### src/rtl/fetch_stage.sv
// Instruction fetch stage: PC register, IF/ID pipeline register and a
// RUN/DRAIN/DONE controller that flushes the pipeline after a HALT.
module fetch_stage #(
  parameter int          N_BITS       = 32,
  parameter logic [5:0]  HALT_OPCODE  = 6'b111111,
  parameter int          DRAIN_CYCLES = 4
) (
  input  logic              i_clk,
  input  logic              i_reset,
  input  logic              i_enable,
  input  logic              i_stall,
  input  logic              i_flush,
  input  logic [N_BITS-1:0] i_jump_direction,
  input  logic [N_BITS-1:0] i_instruction,
  output logic [N_BITS-1:0] o_pc,
  output logic [N_BITS-1:0] o_pc_plus4,
  output logic [N_BITS-1:0] o_instruction,
  output logic              o_valid,
  output logic              o_program_done,
  output logic [N_BITS-1:0] o_cycle_count
);

  localparam int CNT_W = $clog2(DRAIN_CYCLES) + 1;

  typedef enum logic [1:0] {
    RUN   = 2'd0,
    DRAIN = 2'd1,
    DONE  = 2'd2
  } state_t;

  state_t            state, state_n;
  logic [CNT_W-1:0]  drain_cnt, drain_cnt_n;
  logic [N_BITS-1:0] pc_n, pc_plus4_n, instruction_n, cycle_count_n;
  logic              valid_n;

  logic [N_BITS-1:0] pc_inc;
  logic [N_BITS-1:0] redirect_pc;
  logic              is_halt;
  logic              unused_jump_bits;

  assign pc_inc           = o_pc + N_BITS'(4);
  assign redirect_pc      = {i_jump_direction[N_BITS-1:2], 2'b00};
  assign is_halt          = (i_instruction[31:26] == HALT_OPCODE);
  assign unused_jump_bits = ^i_jump_direction[1:0];

  // Only the state register drives this, so it never glitches on inputs.
  assign o_program_done = (state == DONE);

  always_comb begin
    state_n       = state;
    drain_cnt_n   = drain_cnt;
    pc_n          = o_pc;
    pc_plus4_n    = o_pc_plus4;
    instruction_n = o_instruction;
    valid_n       = o_valid;
    cycle_count_n = o_cycle_count;

    if (i_enable) begin
      if ((state != DONE) && (o_cycle_count != '1))
        cycle_count_n = o_cycle_count + N_BITS'(1);

      case (state)
        RUN: begin
          if (i_flush) begin
            pc_n          = redirect_pc;
            pc_plus4_n    = '0;
            instruction_n = '0;
            valid_n       = 1'b0;
          end else if (!i_stall) begin
            instruction_n = i_instruction;
            pc_plus4_n    = pc_inc;
            valid_n       = 1'b1;
            if (is_halt) begin
              drain_cnt_n = '0;
              state_n     = DRAIN;
            end else begin
              pc_n = pc_inc;
            end
          end
        end
        // A flush while draining means the HALT sat on a mispredicted path.
        DRAIN: begin
          if (i_flush) begin
            pc_n          = redirect_pc;
            pc_plus4_n    = '0;
            instruction_n = '0;
            valid_n       = 1'b0;
            state_n       = RUN;
          end else begin
            pc_plus4_n    = '0;
            instruction_n = '0;
            valid_n       = 1'b0;
            drain_cnt_n   = drain_cnt + CNT_W'(1);
            if (drain_cnt == CNT_W'(DRAIN_CYCLES - 1))
              state_n = DONE;
          end
        end
        DONE: begin
          pc_plus4_n    = '0;
          instruction_n = '0;
          valid_n       = 1'b0;
        end
        default: state_n = RUN;
      endcase
    end
  end

  always_ff @(posedge i_clk) begin
    if (!i_reset) begin
      state         <= RUN;
      drain_cnt     <= '0;
      o_pc          <= '0;
      o_pc_plus4    <= '0;
      o_instruction <= '0;
      o_valid       <= 1'b0;
      o_cycle_count <= '0;
    end else begin
      state         <= state_n;
      drain_cnt     <= drain_cnt_n;
      o_pc          <= pc_n;
      o_pc_plus4    <= pc_plus4_n;
      o_instruction <= instruction_n;
      o_valid       <= valid_n;
      o_cycle_count <= cycle_count_n;
    end
  end

endmodule

### config.mk
export PLATFORM = sky130hd
export DESIGN_NAME = fetch_stage
export DESIGN_NICKNAME = d
export VERILOG_FILES = /design/src/rtl/fetch_stage.sv
export SDC_FILE = /design/constraint.sdc
export NUM_CORES = 1
export LEC_CHECK = 0
export ABC_AREA = 1
export CAP_MARGIN = 30
export CORE_ASPECT_RATIO = 1.2
export CORE_MARGIN = 3
export CORE_UTILIZATION = 48
export DETAILED_ROUTE_END_ITERATION = 8
export GPL_TIMING_DRIVEN = 0
export PLACE_DENSITY = 0.88
export SKIP_CTS_REPAIR_TIMING = 1
export SLEW_MARGIN = 20
export SYNTH_ARGS = -nofsm -noshare
export SYNTH_HDL_FRONTEND = slang
export SYNTH_SLANG_ARGS = --single-unit
### constraint.sdc
create_clock -name i_clk -period 2.43 [get_ports i_clk]
set_clock_uncertainty 0.15 [all_clocks]
set_input_delay 0.486 -clock i_clk [delete_from_list [all_inputs] [get_ports i_clk]]
set_output_delay 0.486 -clock i_clk [all_outputs]
set_load 0.02 [all_outputs]
==> impl_summary.log, run 1 <==
INFO  metric timing.final.setup_violations = 0
INFO  metric antennaDiodeCount = 0
INFO  metric p_leak = approximately 3.5 nW
INFO  metric cts.path.max_buffers = 2
INFO  metric antenna_left = 0
INFO  metric final_number_of_hold_violating_endpoints = 0
INFO  metric crit_required = between 2000 and 3000 ps
INFO  metric synth.avg_cell_area = around 6.6 um^2
INFO  metric timing.rr.start = o_cycle_count[1]$_SDFFE_PN0P_
INFO  metric die-height = 136 um
INFO  metric worst_ir_drop_vdd = between 0.5 and 0.6 mV
INFO  metric placeable_core_region = ~14000 um^2
INFO  metric worstPathArrival = approximately 2400 ps
INFO  metric timing_worst_setup_path_type = register to register
INFO  metric cell_internal_pwr = 4.04 mW
INFO  metric timing.fmax = between 400 and 500 MHz
INFO  metric dominant_combinational_cell_family_by_area_after_synthesis = simple AND/OR/NAND/NOR gates
INFO  metric ys_seq_elements = 131
INFO  metric routed_wire_length_per_instance = between 15 and 20 um
INFO  metric synth_cell_types = 35
INFO  metric outcome = completed
INFO  metric routed-via-count = between 7000 and 8000
INFO  metric reg2reg_to = o_cycle_count[21]$_SDFFE_PN0P_
INFO  metric design.die.area = 15600 um^2
INFO  metric detailedPlacementHpwl = 17200 um
INFO  metric hold_path_startpoint = o_instruction[1]$_SDFFE_PN0P_
INFO  metric syn_to_final_growth = 40.6%
INFO  metric cts_root_buf = sky130_fd_sc_hd__clkbuf_16
INFO  metric power_density = ~600 nW/um^2
INFO  metric cap_violations = 0
INFO  metric last_weighted_congestion_value_of_the_routability_driven_placer = roughly 0.98
INFO  metric first_global_vias = 7495
INFO  metric path_cells = ha_1 > inv_1 > nor2_4 > nand2_4 > nor2_8 > nand3_4 > nand2_8 > inv_4 > buf_6 > nand2_1 > a21oi_2
INFO  metric swShare = 29.2%
INFO  metric netlist_area = 6770 um^2
INFO  metric finalCriticalPeriod = between 2000 and 2500 ps
INFO  metric clkPwrFrac = between 40% and 50%
INFO  metric timing.hold.worst_path_depth = 2
INFO  metric die_w = roughly 110 um
INFO  metric worst-path-max-fanout = 10
INFO  metric final_area = ~9500 um^2
INFO  metric worst_pin_slew = approximately 900 ps
INFO  metric design.final.nets = about 1300
INFO  metric grt_first_pass_wirelength = ~36000 um
INFO  metric overall_power_after_layout = 5.70 mW
INFO  metric family_with_the_most_delay_on_the_worst_path = simple AND/OR/NAND/NOR gates
INFO  metric cts_buffers = 17
INFO  metric detail_route.first_pass.iterations = 5
INFO  metric slew_headroom = between 40 and 50%
INFO  metric placement.cell_area = approximately 8900 um^2
INFO  metric yosys.area.top_type = sky130_fd_sc_hd__dfxtp_1
INFO  metric via_per_inst = roughly 5.4
INFO  metric antenna_found_initial = 0
INFO  metric worstSetupStartpointType = register
INFO  metric post_synth_fa_ha_maj_area_fraction = 1.48%
INFO  metric detail_route.wirelength = 23000 um
INFO  metric worstRegToRegCells = 11
INFO  metric grt_max_degree = 17
INFO  metric drive_gt1_share = about 7.6%
INFO  metric cts.sink_count = around 130
INFO  metric fillers = about 1100
INFO  metric worst-r2r-setup-slack = ~190 ps
INFO  metric netlist_instances = around 1000
INFO  metric critPathSlowestCell = sky130_fd_sc_hd__dfxtp_1
INFO  metric yosys.area_share.xor_xnor = around 3.8%
INFO  metric hold-path-endpoint = o_instruction[1]$_SDFFE_PN0P_
INFO  metric grt_setup_unrepaired = no
INFO  metric power_frac_comb = around 14%
INFO  metric ctsHtreeMaxLevel = 4
INFO  metric ys_warn_count = 0
INFO  metric switchingPower = approximately 1.7 mW
INFO  metric rows = between 40 and 50
INFO  metric start_util = between 50% and 60%
INFO  metric clk_latency = ~420 ps
INFO  metric synthSimpleGateAreaFrac = a little over a third
INFO  metric pin_count = roughly 200
INFO  metric tritoncts = done
INFO  metric synth-compound-area-share = about 14%
INFO  metric dr.first_iter.drc_count = 714
INFO  metric drv_slew = 0
INFO  metric synth.area.mux_share = 0%
INFO  metric drc_errors = 0
INFO  metric power_frac_seq = slightly above 40%
INFO  metric numPortBuffers = ~190
INFO  metric crit_path_end_kind = register
INFO  metric critical-path-max-stage-delay = between 400 and 500 ps
INFO  metric post_synth_main_area_contributors = sky130_fd_sc_hd__dfxtp_1 (39%), sky130_fd_sc_hd__nand2_1 (20%), sky130_fd_sc_hd__a21oi_1 (8.7%), sky130_fd_sc_hd__nor2_1 (6.8%), sky130_fd_sc_hd__nand3_1 (3.6%)
INFO  metric fraction_of_the_yosys_area_taken_by_sequential_cells = between 30% and 40%
INFO  metric grt_remaining_overflow = 0
INFO  metric critical_path.n_buffers_inverters = 3
INFO  metric clk_transition_reported_paths = roughly 70 ps
INFO  metric final.period_utilization = a little over 90%
INFO  metric post-synth-top-area-fraction = about 39%
INFO  metric grt_util_all_layers = 29.2%
INFO  metric hold_class = register to register
==> worst max path at each step <==
stage                                             start                             end  slack, ps  cells after the start
final                     o_cycle_count[1]$_SDFFE_PN0P_  o_cycle_count[21]$_SDFFE_PN0P_        190                     11
after CTS                         state[0]$_SDFFE_PN0P_                  o_program_done         50                      3
after global placement                          i_flush           o_pc[10]$_SDFFE_PN0P_       -190                     11
after detailed placement                        i_flush           o_pc[10]$_SDFFE_PN0P_       -230                     11
after global routing              state[1]$_SDFFE_PN0P_  o_instruction[29]$_SDFFE_PN0P_         10                      8
after floorplan           o_cycle_count[1]$_SDFFE_PN0P_  o_cycle_count[21]$_SDFFE_PN0P_        400                     11
==> worst min-delay path: stages, from the launching register on <==
cell and delay (ps):
sky130_fd_sc_hd__dfxtp_1 310, sky130_fd_sc_hd__nand2_1 60, sky130_fd_sc_hd__a21oi_1 50
==> cells in the mapped netlist (all sizes together) <==
master  count
nand2     368
o21bai      1
ha          8
and2        3
o21ai      41
dfxtp     131
clkbuf     27
conb        1
o21a        4
buf        19
a21oi     132
inv        58
nor2      128
nand3b      8
nand4       7
xor2       18
nor3        5
and3        2
xnor2      11
nand3      50
==> registers in the layout (all words and copies together), names as in the netlist <==
signal	count
o_cycle_count	32
o_instruction	32
o_pc	30
o_pc_plus4	31
o_valid	1
drain_cnt	3
state	2
==> cell families (layout without fill, tap and decap cells) <==
group	after synthesis	in the layout
adder cells (fa/ha/maj)	8	8
buffers and inverters	104	330
flip-flops	131	131
AND/OR/NAND/NOR	571	571
XOR/XNOR	29	29
other	1	2
AO/OA/AOI/OAI	178	178
==> power groups by stage <==
| stage | sequential (mW) | clock (mW) | combinational (mW) |
|---|---|---|---|
| 5_1_grt | 2.33 | 2.67 | 0.862 |
| 3_3_place_gp | 2.36 | 0 | 0.776 |
| 6_report | 2.32 | 2.57 | 0.803 |
| 4_1_cts | 2.32 | 2.58 | 0.797 |
| 3_5_place_dp | 2.37 | 0 | 0.790 |
| 2_1_floorplan | 2.44 | 0 | 0.307 |
==> stage by stage <==
| step | std cells | setup TNS [ps] | hold slack (ps) | setup WS [ps] | utilization (%) |
|---|---|---|---|---|---|
| global placement | 1385 | -6680 | 297 | -188 | 66.0 |
| CTS | 1417 | 0 | 312 | 52.5 | 70.3 |
| global route | 1417 | 0 | 326 | 13.3 | 70.4 |
| detailed placement | 1385 | -9920 | 301 | -229 | 66.0 |
| finish | 1417 | 0 | 310 | 194 | 70.4 |
| floorplan | 1023 | 0 | 291 | 404 | - |
==> layout make-up <==
cell class / count / area [um^2] / share of cell area, %
Clock buffer: 17 / 425 / 4.47
Tap cell: 168 / 210 / 2.21
Inverter: 58 / 220 / 2.31
Clock inverter: 15 / 158 / 1.66
Multi-Input combinational cell: 788 / 3700 / 38.9
Buffer: 46 / 240 / 2.52
Timing Repair Buffer: 194 / 1940 / 20.4
Sequential cell: 131 / 2620 / 27.5
==> cell usage in the layout, fill, tap and decap left out, drive strengths merged, types with 18 or more instances in the layout <==
cell,count
a21oi,132
buf,19
clkbuf,44
clkdlybuf4s50,193
dfxtp,131
inv,70
nand2,368
nand3,50
nor2,128
o21ai,41
xor2,18
==> metal layers <==
| layer | routed length, um | vias up | global-route usage, % |
|---|---|---|---|
| li1 | - | 3696 | - |
| met2 | 10900 | 372 | 48.9 |
| met5 | 0 | - | 0 |
| met4 | 1670 | 0 | 19.7 |
| met3 | 1850 | 100 | 7.21 |
| met1 | 8560 | 3426 | 32.3 |
(Power assumes the default switching activity.)
==> run 2: changes to the inputs <==
--- a/config.mk
+++ b/config.mk
@@ -9,10 +9,10 @@
 export CAP_MARGIN = 30
 export CORE_ASPECT_RATIO = 1.2
 export CORE_MARGIN = 3
-export CORE_UTILIZATION = 48
+export CORE_UTILIZATION = 52
 export DETAILED_ROUTE_END_ITERATION = 8
 export GPL_TIMING_DRIVEN = 0
-export PLACE_DENSITY = 0.88
+export PLACE_DENSITY = 0.94
 export SKIP_CTS_REPAIR_TIMING = 1
 export SLEW_MARGIN = 20
 export SYNTH_ARGS = -nofsm -noshare
==> constraint.sdc (replaced) <==
create_clock -name i_clk -period 2.69 [get_ports i_clk]
set_clock_uncertainty 0.15 [all_clocks]
set_input_delay 0.538 -clock i_clk [delete_from_list [all_inputs] [get_ports i_clk]]
set_output_delay 0.538 -clock i_clk [all_outputs]
set_load 0.02 [all_outputs]
==> impl_summary.log, run 2 (same netlist as run 1, synthesis figures left out) <==
INFO  metric timing_worst_setup_path_type = register to output port
INFO  metric numPortBuffers = 194 (unchanged)
INFO  metric p_leak = 3.51 nW (-0.47%)
INFO  metric postLayoutSetupSlackWorst = 219 ps (+24.6 ps)
INFO  metric routed_wire_length_per_instance = 16.3 um (about the same)
INFO  metric outcome = completed
INFO  metric routed-via-count = 7696 (+1.3%)
INFO  metric pin_count = 199 (unchanged)
INFO  metric via_per_inst = 5.45 (+1.6%)
INFO  metric cap_violations = 0 (unchanged)
INFO  metric grt_setup_unrepaired = no
INFO  metric syn_to_final_growth = 40.7%
INFO  metric clk_transition_reported_paths = 60 ps (about the same)
INFO  metric route.top_layer_used = met4
INFO  metric placed_cells_incl_taps = 1381 (-0.29%)
INFO  metric last_weighted_congestion_value_of_the_routability_driven_placer = 0.986 (+0.19%)
INFO  metric layout_common_cells = sky130_fd_sc_hd__nand2_1 (354), sky130_fd_sc_hd__clkdlybuf4s50_1 (194), sky130_fd_sc_hd__dfxtp_1 (131), sky130_fd_sc_hd__nor2_1 (123), sky130_fd_sc_hd__a21oi_1 (118)
INFO  metric power_density = 548 nW/um^2 (-8.5%)
INFO  metric cts_root_buf = sky130_fd_sc_hd__clkbuf_16
INFO  metric timing.fmax = 405 MHz
INFO  metric cts_buffers = 17 (unchanged)
INFO  metric finalCriticalPeriod = between 2000 and 2500 ps
INFO  metric die-height = 131 um (-3.8%)
INFO  metric final_cells = 1413 (-0.28%)
INFO  metric met3WireLength = 2050 um (+10%)
INFO  metric first_global_vias = 7328 (-2.2%)
INFO  metric detail_route.first_pass.iterations = 6 (+1)
INFO  metric detailedPlacementHpwl = 17000 um (-1.1%)
INFO  metric start_util = 53.2% (+3.2 points)
INFO  metric antenna_left = 0 (unchanged)
INFO  metric worst_pin_slew = 941 ps (+53.4 ps)
INFO  metric design.die.area = 14400 um^2 (-7.3%)
INFO  metric ctsHtreeMaxLevel = 4 (unchanged)
INFO  metric crit_required = 2000 ps (-550 ps)
INFO  metric die_w = 110 um (-3.7%)
INFO  metric worst_ir_drop_vdd = 0.318 mV (-39%)
INFO  metric timing.final.setup_violations = 0 (unchanged)
INFO  metric clk_latency = 420 ps (about the same)
INFO  metric final.period_utilization = around nine tenths
INFO  metric grt_util_all_layers = 31.4% (+2.2 points)
INFO  metric antennaDiodeCount = 0 (unchanged)
INFO  metric met2WireLength = 11200 um (+2.0%)
INFO  metric final_area = 9530 um^2 (+0.11%)
INFO  metric placement.cell_area = 8920 um^2 (about the same)
INFO  metric slew_headroom = 37.3% (-3.6 points)
INFO  metric worst-path-max-fanout = 3 (-7)
INFO  metric grt_first_pass_wirelength = 35000 um (-2.5%)
INFO  metric grt_remaining_overflow = 0 (unchanged)
INFO  metric drive_gt1_share = 7.21% (-0.40 points)
INFO  metric met1_length = 8400 um (-1.9%)
INFO  metric dr.first_iter.drc_count = 633 (-11%)
INFO  metric detailedPlace.worstSlack = -32.2 ps (+197 ps)
INFO  metric detail_route.wirelength = 23000 um (-0.21%)
INFO  metric worstPathArrival = 1780 ps (-570 ps)
INFO  metric worstSetupStartpointType = register
INFO  metric cts.sink_count = 131 (unchanged)
INFO  metric drc_errors = 0 (unchanged)
INFO  metric largestRegisters = o_cycle_count: 32 flops, o_instruction: 32 flops, o_pc_plus4: 31 flops
INFO  metric layout.cells.most_common = sky130_fd_sc_hd__nand2_1
INFO  metric hold_class = register to register
INFO  metric design.final.nets = 1313 (unchanged)
INFO  metric crit_path_end_kind = output port
INFO  metric rows = 45 (-2.2%)
INFO  metric drv_slew = 0 (unchanged)
INFO  metric final_number_of_hold_violating_endpoints = 0 (unchanged)
INFO  metric tritoncts = done
INFO  metric antenna_found_initial = 0 (unchanged)
INFO  metric cts.path.max_buffers = 2 (unchanged)
INFO  metric placeable_core_region = 12700 um^2 (-5.9%)
INFO  metric grt_max_degree = 17 (unchanged)
## run 2: changes by cell type in the layout (fill, tap and decap cells not counted), moves of 2 or more
cell,before,now
sky130_fd_sc_hd__clkbuf_2,3,0
sky130_fd_sc_hd__clkbuf_1,24,27
sky130_fd_sc_hd__inv_6,9,6
sky130_fd_sc_hd__clkinv_4,0,2
## run 2: worst paths after layout
| kind | startpoint | to | slack [ps] | depth (start not counted) |
|---|---|---|---|---|
| hold / removal | drain_cnt[2]$_SDFFE_PN0P_ | drain_cnt[2]$_SDFFE_PN0P_ | 310 | 2 |
| setup / recovery | state[0]$_SDFFE_PN0P_ | o_program_done | 220 | 3 |
| setup reg to reg | state[1]$_SDFFE_PN0P_ | o_pc[16]$_SDFFE_PN0P_ | 220 | 10 |
| hold reg to reg | drain_cnt[2]$_SDFFE_PN0P_ | drain_cnt[2]$_SDFFE_PN0P_ | 310 | 2 |
## run 2: layout make-up
type	count	area, um^2
clock buffer	18	439
clock inverter	14	168
buffer	46	236
tap	164	205
sequential	131	2620
fill	922	3190
inverter	58	220
timing repair buffer	194	1940
multi-input combinational	788	3700
## run 2: power breakdown
part / switching [mW] / internal [mW] / total (mW) / leakage, nW
registers: 0.0844 / 2.01 / 2.10 / 1.07
logic: 0.416 / 0.314 / 0.731 / 2.15
clock network: 0.968 / 1.42 / 2.39 / 0.293
total: 1.47 / 3.75 / 5.22 / 3.51
## run 2: worst max-delay path, cell delays in order, from the launching register on
cell and delay [ps]:
sky130_fd_sc_hd__dfxtp_1 320, sky130_fd_sc_hd__inv_1 110, sky130_fd_sc_hd__ha_1 250, sky130_fd_sc_hd__clkdlybuf4s50_1 680
## run 2: layer usage
layer	vias up	global-route usage (%)
met2	422	52.5
li1	3699	-
met3	114	7.42
met1	3461	35.7
met5	-	0
met4	0	19.9
## run 2: through the flow
stage	utilization (%)	TNS, ps	power [mW]	hold slack, ps
3_3_place_gp	70.1	0	2.83	297
2_1_floorplan	-	0	2.48	291
3_5_place_dp	70.1	-32.2	2.85	302
6_report	74.9	0	5.22	310
5_1_grt	74.9	0	5.36	325
4_1_cts	74.9	0	5.21	313
==> run 3: changes to the inputs <==
--- a/config.mk
+++ b/config.mk
@@ -12,7 +12,7 @@
 export CORE_UTILIZATION = 52
 export DETAILED_ROUTE_END_ITERATION = 8
 export GPL_TIMING_DRIVEN = 0
-export PLACE_DENSITY = 0.94
+export PLACE_DENSITY = 0.87
 export SKIP_CTS_REPAIR_TIMING = 1
 export SLEW_MARGIN = 20
 export SYNTH_ARGS = -nofsm -noshare
==> impl_summary.log, run 3 (same netlist as run 1, synthesis figures left out) <==
INFO  metric power_frac_seq = 40.7% (+0.5 points)
INFO  metric cts.path.max_buffers = 2 (unchanged)
INFO  metric pin_count = 199 (unchanged)
INFO  metric numPortBuffers = 194 (unchanged)
INFO  metric cts.sink_count = 131 (unchanged)
INFO  metric power_density = 541 nW/um^2 (-1.2%)
INFO  metric timing.fmax = 404 MHz (-0.11%)
INFO  metric routed-via-count = 7487 (-2.7%)
INFO  metric final_number_of_hold_violating_endpoints = 0 (unchanged)
INFO  metric routed_wire_length_per_instance = 16.1 um (-0.73%)
INFO  metric crit_required = 2840 ps (+840 ps)
INFO  metric finalCoreUtilization = 74.8% (-0.14 points)
INFO  metric detailedPlacementHpwl = 17200 um (+1.0%)
INFO  metric rows = 45 (unchanged)
INFO  metric postLayoutSetupSlackWorst = 216 ps (-2.78 ps)
INFO  metric worst-path-max-fanout = 10 (+7)
INFO  metric placed_cells_incl_taps = 1381 (unchanged)
INFO  metric outcome = completed
INFO  metric grt_max_degree = 17 (unchanged)
INFO  metric cap_violations = 0 (unchanged)
INFO  metric ctsHtreeMaxLevel = 4 (unchanged)
INFO  metric dr.first_iter.drc_count = 476 (-25%)
INFO  metric die_w = 110 um (unchanged)
INFO  metric layout_common_cells = sky130_fd_sc_hd__nand2_1 (354), sky130_fd_sc_hd__clkdlybuf4s50_1 (194), sky130_fd_sc_hd__dfxtp_1 (131), sky130_fd_sc_hd__nor2_1 (123), sky130_fd_sc_hd__a21oi_1 (118)
INFO  metric antenna_left = 0 (unchanged)
INFO  metric antenna_found_initial = 0 (unchanged)
INFO  metric timing_worst_setup_path_type = register to register
INFO  metric antennaDiodeCount = 0 (unchanged)
INFO  metric worst_ir_drop_vdd = 0.376 mV (+18%)
INFO  metric detail_route.wirelength = 22800 um (-0.73%)
INFO  metric grt_remaining_overflow = 0 (unchanged)
INFO  metric drive_gt1_share = 7.21% (unchanged)
INFO  metric final_area = 9510 um^2 (-0.18%)
INFO  metric power_frac_comb = 14.0% (about the same)
INFO  metric design.final.nets = 1313 (unchanged)
INFO  metric grt_first_pass_wirelength = 34400 um (-1.6%)
INFO  metric detail_route.first_pass.iterations = 5 (-1)
INFO  metric final.period_utilization = 92.0% (+0.10 points)
INFO  metric detailedPlace.worstSlack = -60.0 ps (-27.9 ps)
INFO  metric tritoncts = done
INFO  metric placeable_core_region = 12700 um^2 (unchanged)
INFO  metric timing.setup.tns = 0 ps (unchanged)
INFO  metric clk_latency = 420 ps (about the same)
INFO  metric clkPwrFrac = 45.2% (-0.6 points)
INFO  metric cts_buffers = 17 (unchanged)
INFO  metric whs = 310 ps (+0.209 ps)
INFO  metric clk_transition_reported_paths = 60 ps (about the same)
INFO  metric switchingPower = 1.50 mW (+2.2%)
INFO  metric slew_headroom = 42.8% (+5.5 points)
INFO  metric drc_errors = 0 (unchanged)
INFO  metric worstSetupStartpointType = register
INFO  metric overall_power_after_layout = 5.15 mW (-1.3%)
INFO  metric finalCriticalPeriod = 2470 ps (+2.78 ps)
INFO  metric cts_root_buf = sky130_fd_sc_hd__clkbuf_16
INFO  metric first_global_vias = 7049 (-3.8%)
INFO  metric grt_util_all_layers = 31.0% (-0.35 points)
INFO  metric drv_slew = 0 (unchanged)
INFO  metric die-height = 131 um (unchanged)
INFO  metric syn_to_final_growth = 40.5%
INFO  metric worstPathArrival = 2620 ps (+840 ps)
INFO  metric final_cells = 1413 (unchanged)
INFO  metric worst_pin_slew = 858 ps (-83.1 ps)
INFO  metric grt_setup_unrepaired = no
INFO  metric hold_class = register to register
INFO  metric swShare = 29.2% (+1.0 points)
INFO  metric design.die.area = 14400 um^2 (unchanged)
INFO  metric layout.cells.most_common = sky130_fd_sc_hd__nand2_1
INFO  metric last_weighted_congestion_value_of_the_routability_driven_placer = 0.987 (about the same)
INFO  metric placement.cell_area = 8920 um^2 (unchanged)
INFO  metric crit_path_end_kind = register
INFO  metric largestRegisters = o_cycle_count: 32 flops, o_instruction: 32 flops, o_pc_plus4: 31 flops
INFO  metric cell_internal_pwr = 3.65 mW (-2.7%)
INFO  metric fillers = 1043 (+13%)
INFO  metric timing.final.setup_violations = 0 (unchanged)
INFO  metric via_per_inst = 5.30 (-2.7%)
INFO  metric start_util = 53.2% (unchanged)
INFO  metric p_leak = 3.50 nW (-0.19%)
[run 3: cell type report]
| class | count | area [um^2] | share of cell area, % |
|---|---|---|---|
| plain buffers | 46 | 236 | 2.49 |
| well taps | 164 | 205 | 2.16 |
| repair buffers | 194 | 1940 | 20.4 |
| inverters | 58 | 220 | 2.31 |
| multi-input cells | 788 | 3700 | 38.9 |
| flip-flops and latches | 131 | 2620 | 27.6 |
| clock buffers | 17 | 425 | 4.47 |
| clock inverters | 15 | 164 | 1.72 |
[run 3: worst max-delay path, cell delays in order (launching register included)]
cell                      delay [ps]
sky130_fd_sc_hd__dfxtp_1         370
sky130_fd_sc_hd__inv_1            90
sky130_fd_sc_hd__ha_1            240
sky130_fd_sc_hd__inv_1           130
sky130_fd_sc_hd__nor2_1           90
sky130_fd_sc_hd__nor3_2          200
sky130_fd_sc_hd__nand2_1         240
sky130_fd_sc_hd__inv_1           260
sky130_fd_sc_hd__buf_2           270
sky130_fd_sc_hd__o21ai_0         130
sky130_fd_sc_hd__nor2_1          130
sky130_fd_sc_hd__nor2_1           50
[run 3: power groups by stage]
stage | logic [mW] | clock network (mW) | registers (mW)
2_1_floorplan | 0.277 | 0 | 2.21
3_3_place_gp | 0.704 | 0 | 2.13
3_5_place_dp | 0.711 | 0 | 2.14
4_1_cts | 0.719 | 2.34 | 2.09
5_1_grt | 0.779 | 2.42 | 2.10
6_report | 0.723 | 2.33 | 2.10
[run 3: worst paths after layout]
kind	start	to	slack (ps)	cells after the start
worst max-delay path	state[1]$_SDFFE_PN0P_	o_pc[10]$_SDFFE_PN0P_	220	11
worst min register to register	o_pc_plus4[2]$_SDFFE_PN0P_	o_pc_plus4[2]$_SDFFE_PN0P_	310	2
worst max register to register	state[1]$_SDFFE_PN0P_	o_pc[10]$_SDFFE_PN0P_	220	11
worst min-delay path	o_pc_plus4[2]$_SDFFE_PN0P_	o_pc_plus4[2]$_SDFFE_PN0P_	310	2
[run 3: routing by layer]
metal  part of all wire [%]  GRT usage [%]  vias up
met5                      0              0        -
met2                     50           54.1      300
met3                    7.6           7.52       86
met4                    5.7           18.9        0
li1                       -              -     3708
met1                     37           33.6     3393
